$ cat src/rtl/t_toggle_decoder.sv
// Recovers the toggle stream from a toggle-encoded level: glitch filter, toggle counter, valid/ready event port.
// Define TOGGLE_DEC_SAT_EN to make toggle_cnt saturate and raise the sticky ovf flag.
module t_toggle_decoder #(
  parameter int CNT_W    = 8,
  parameter int FILT_CYC = 2
) (
  input  logic             clk,
  input  logic             clear,
  input  logic             q_in,
  output logic             t_out,
  output logic             level,
  output logic [CNT_W-1:0] toggle_cnt,
  output logic             evt_valid,
  input  logic             evt_ready,
  output logic             evt_level,
  output logic             evt_lost,
  output logic             ovf,
  output logic             fsm_state
);

  localparam int FW = (FILT_CYC < 2) ? 1 : $clog2(FILT_CYC + 1);
  localparam logic [FW-1:0] FILT_LIM = FW'(FILT_CYC);

  typedef enum logic {STABLE = 1'b0, PENDING = 1'b1} state_t;

  state_t        state;
  logic          q_s;
  logic [FW-1:0] filt_cnt;
  logic [FW-1:0] filt_nxt;
  logic          accept;

  assign filt_nxt  = filt_cnt + 1'b1;
  assign fsm_state = state;

  // A change is accepted once q_s has disagreed with level for FILT_CYC consecutive edges.
  always_comb begin
    accept = 1'b0;
    if (q_s != level) begin
      if (state == STABLE) accept = (FILT_CYC == 1);
      else                 accept = (filt_nxt == FILT_LIM);
    end
  end

  // Event handshake: an event transfers on any edge where evt_valid && evt_ready.
  // While evt_valid=1 and evt_ready=0 the event holds, except that a new accept
  // overwrites evt_level (latest level wins) and pulses evt_lost.
  always_ff @(posedge clk) begin
    if (clear) begin
      state      <= STABLE;
      q_s        <= 1'b0;
      filt_cnt   <= '0;
      level      <= 1'b0;
      t_out      <= 1'b0;
      toggle_cnt <= '0;
      evt_valid  <= 1'b0;
      evt_level  <= 1'b0;
      evt_lost   <= 1'b0;
      ovf        <= 1'b0;
    end else begin
      q_s      <= q_in;
      t_out    <= 1'b0;
      evt_lost <= 1'b0;

      case (state)
        STABLE: begin
          if (q_s != level) begin
            filt_cnt <= FW'(1);
            if (!accept) state <= PENDING;
          end
        end
        PENDING: begin
          if (q_s == level) begin
            state    <= STABLE;
            filt_cnt <= '0;
          end else begin
            filt_cnt <= filt_nxt;
          end
        end
        default: state <= STABLE;
      endcase

      if (accept) begin
        state    <= STABLE;
        filt_cnt <= '0;
        level    <= ~level;
        t_out    <= 1'b1;
`ifdef TOGGLE_DEC_SAT_EN
        if (&toggle_cnt) ovf <= 1'b1;
        else             toggle_cnt <= toggle_cnt + 1'b1;
`else
        toggle_cnt <= toggle_cnt + 1'b1;
`endif
        if (evt_valid && !evt_ready) begin
          evt_level <= ~level;
          evt_lost  <= 1'b1;
        end else begin
          evt_valid <= 1'b1;
          evt_level <= ~level;
        end
      end else if (evt_valid && evt_ready) begin
        evt_valid <= 1'b0;
      end
    end
  end

endmodule

$ cat config.mk
export PLATFORM = sky130hd
export DESIGN_NAME = t_toggle_decoder
export DESIGN_NICKNAME = d
export VERILOG_FILES = /design/src/rtl/t_toggle_decoder.sv
export SDC_FILE = /design/constraint.sdc
export NUM_CORES = 1
export LEC_CHECK = 0
export BUFFER_PORTS_ARGS = -buffer_cell sky130_fd_sc_hd__buf_2
export CORE_UTILIZATION = 53
export DETAILED_ROUTE_END_ITERATION = 12
export PLACE_DENSITY = 0.92
export SETUP_SLACK_MARGIN = 0.05
export SKIP_LAST_GASP = 1
export SLEW_MARGIN = 20
export SYNTH_ARGS = -nofsm -noshare
export SYNTH_HDL_FRONTEND = slang
export SYNTH_SLANG_ARGS = --single-unit
$ cat constraint.sdc
create_clock -name clk -period 3.4 [get_ports clk]
set_input_delay 0.68 -clock clk [delete_from_list [all_inputs] [get_ports clk]]
set_output_delay 0.68 -clock clk [all_outputs]
set_load 0.03 [all_outputs]
==> impl_metrics.env <==
export IMPL_synth_edf_count=0
export IMPL_start_util_pct=60.3
export IMPL_hold_depth=2
export IMPL_syn_num_nets=82
export IMPL_antenna_left=0
export IMPL_cp_slowest_cell="xnor2_1"
export IMPL_synth_top_cell_area_share_pct=44.8
export IMPL_holdBufCountCts=0
export IMPL_fin_hold_ws_ns=0.475
export IMPL_cp_arrival_ns=1.97
export IMPL_syn_inst=76
export IMPL_skew_ns=0.0105
export IMPL_syn_area_per_cell_um2=9.42
export IMPL_vias=581
export IMPL_reg2reg_to="toggle_cnt[7]"
export IMPL_cts_resized_gates=0
export IMPL_clk_pin_slew_ns=0.09
export IMPL_worstHoldPathType="reg -> reg"
export IMPL_seq_area_frac_synth_pct=44.8
export IMPL_cts_sinks=16
export IMPL_worstPathMaxFanout=15
export IMPL_leakagePower_nw=0.342
export IMPL_path_class="reg -> reg"
export IMPL_cts_tree="done"
export IMPL_numCtsBuffers=3
export IMPL_cts_root_buf="clkbuf_4"
export IMPL_grt_usage_pct=19.4
export IMPL_final_cell_mix="17 x buf_2, 16 x dfxtp_1, 9 x a21oi_1"
export IMPL_outcome="completed"
export IMPL_via_per_inst=5.59
export IMPL_tightestPinTransition_ns=1.08
export IMPL_fmax_mhz=559
export IMPL_row_count=12
export IMPL_netlist_area_um2=716
export IMPL_max_slew_margin_rel_pct=27.3
export IMPL_slew_violations=0
export IMPL_setup_viol=0
export IMPL_rsz0062_at_grt="false"
export IMPL_final_common_cell="buf_2"
export IMPL_io_pins=19
export IMPL_slowest_delay_ns=0.87
export IMPL_synth_flop_cell="dfxtp_1"
export IMPL_grt_pass1_vias=459
export IMPL_finalSetupTns_ns=0
export IMPL_grt_max_degree=18
export IMPL_dp_hpwl_um=905
export IMPL_die_area_um2=1500
export IMPL_drive_above_1_share_pct=25.6
export IMPL_ctsLongestPathBuffers=2
export IMPL_synth_warnings=0
export IMPL_fin_crit_sh_pct=52.7
export IMPL_fin_util_pct=67.4
export IMPL_synthTopCellsByArea="dfxtp_1 45%, a21oi_1 6.3%, o31ai_1 5.2%"
export IMPL_fin_nets=98
export IMPL_routabilityCongestion=0.687
export IMPL_synth_seq_cells=16
export IMPL_syn_to_final_growth_pct=11.7
export IMPL_die_w_um=38.7
export IMPL_wl_per_cell_um=11.8
export IMPL_cts_setup_buffers=0
export IMPL_path_cells="xnor2_1 > nor4_4 > mux2_1"
export IMPL_finalPower_uw=307
export IMPL_async_reset_ff_share_pct=0
export IMPL_wirelength_mm=1.23
export IMPL_diodes=0
export IMPL_die_h_um=38.7
export IMPL_coreArea_um2=1190
export IMPL_fill_cells=104
export IMPL_drt_initial_drc_count=3
export IMPL_crit_path_start_kind="flop"
export IMPL_hold_viol=0
export IMPL_min_to="evt_lost"
export IMPL_rr_worst_depth=3
export IMPL_power_per_cell_area_nw_per_um2=384
export IMPL_critPathCaptureType="flop"
export IMPL_peakVddDrop_uv=246
export IMPL_grt_pass1_wl_mm=1.96
export IMPL_yosys_area_top_type="dfxtp_1"
export IMPL_multi_input_area_um2=347
export IMPL_drc=0
export IMPL_seq_area_um2=320
export IMPL_grt_overflow=0
export IMPL_layout_min_cycle_time_ns=1.79
export IMPL_clock_latency_ns=0.28
export IMPL_htree_levels=1
export IMPL_cap_viol_max_count=0
export IMPL_first_pass_iters=2
export IMPL_required_ns=3.58
export IMPL_antenna_found_initial=0
export IMPL_port_buffers=17
export IMPL_worstHoldStart="evt_valid"
export IMPL_ys_types=28
export IMPL_r2r_slack_ns=1.61
export IMPL_r2r_start="evt_level"
-- synth_stat cells, types with 3 or more instances --
master	n
buf_4	3
nand3_1	5
or4_1	5
dfxtp_1	16
o31ai_1	5
a21oi_1	9
nor2_1	5
-- kinds of logic (layout without fill, tap and decap cells) --
kind of cell | after synthesis | in the layout | share of synthesized area [%]
AOI/OAI and AO/OA | 17 | 17 | 14.0
xor gates and xnor gates | 2 | 2 | 2.45
adders and majority gates | 2 | 2 | 3.50
buffers and inverters | 8 | 22 | 6.82
DFF | 16 | 16 | 44.8
muxes | 2 | 2 | 2.97
other | 1 | 1 | 0.524
and+or+nand+nor | 28 | 28 | 25.0
-- layout make-up --
cell class,count,share of cell area [%]
multi-input cells,52,43.3
flip-flops and latches,16,40.1
repair buffers,17,10.6
well taps,14,2.19
clock buffers,3,2.82
inverters,2,0.939
-- how the worst max path moves through the flow --
stage / start / endpoint / cells after the start
4_1_cts: evt_level / toggle_cnt[7] / 3
3_3_place_gp: evt_level / toggle_cnt[7] / 3
3_5_place_dp: evt_level / toggle_cnt[7] / 3
5_1_grt: evt_level / toggle_cnt[7] / 3
6_report: evt_level / toggle_cnt[7] / 3
2_1_floorplan: evt_level / toggle_cnt[7] / 4
-- power breakdown --
| group | internal [mW] | switching (mW) | leakage [nW] |
|---|---|---|---|
| combinational | 0.00563 | 0.0142 | 0.199 |
| clock | 0.0410 | 0.0539 | 0.0138 |
| sequential | 0.190 | 0.00270 | 0.130 |
| total | 0.236 | 0.0708 | 0.342 |
-- worst max-delay path, delay by kind of cell (launching register included) --
family / cells / cell delay [ns]
simple gates: 1 / 0.11
xor+xnor: 1 / 0.87
flops: 1 / 0.36
mux: 1 / 0.34
-- state kept, by name, indices dropped and copies added, names as in the netlist --
signal      flops
q_s             1
fsm_state       1
t_out           1
evt_level       1
toggle_cnt      8
evt_valid       1
evt_lost        1
filt_cnt        2
-- metal layers --
| layer | wire length, um | up-vias | share of wire (%) | GRT usage [%] |
|---|---|---|---|---|
| met5 | 0 | - | 0 | 0 |
| met4 | 14 | 0 | 1.1 | 7.76 |
| met3 | 65 | 2 | 5.3 | 5.20 |
| met2 | 569 | 16 | 46 | 32.1 |
| met1 | 579 | 265 | 47 | 23.5 |
| li1 | - | 298 | - | - |
-- per-stage QoR --
| stage | area, um^2 | instances | worst slack, ns |
|---|---|---|---|
| 5_1_grt | 800 | 104 | 1.51 |
| 2_1_floorplan | 716 | 76 | 1.75 |
| 6_report | 800 | 104 | 1.61 |
| 3_5_place_dp | 777 | 101 | 1.64 |
| 4_1_cts | 800 | 104 | 1.63 |
| 3_3_place_gp | 777 | 101 | 1.73 |
Note: power is estimated with default switching activity, not from simulation.
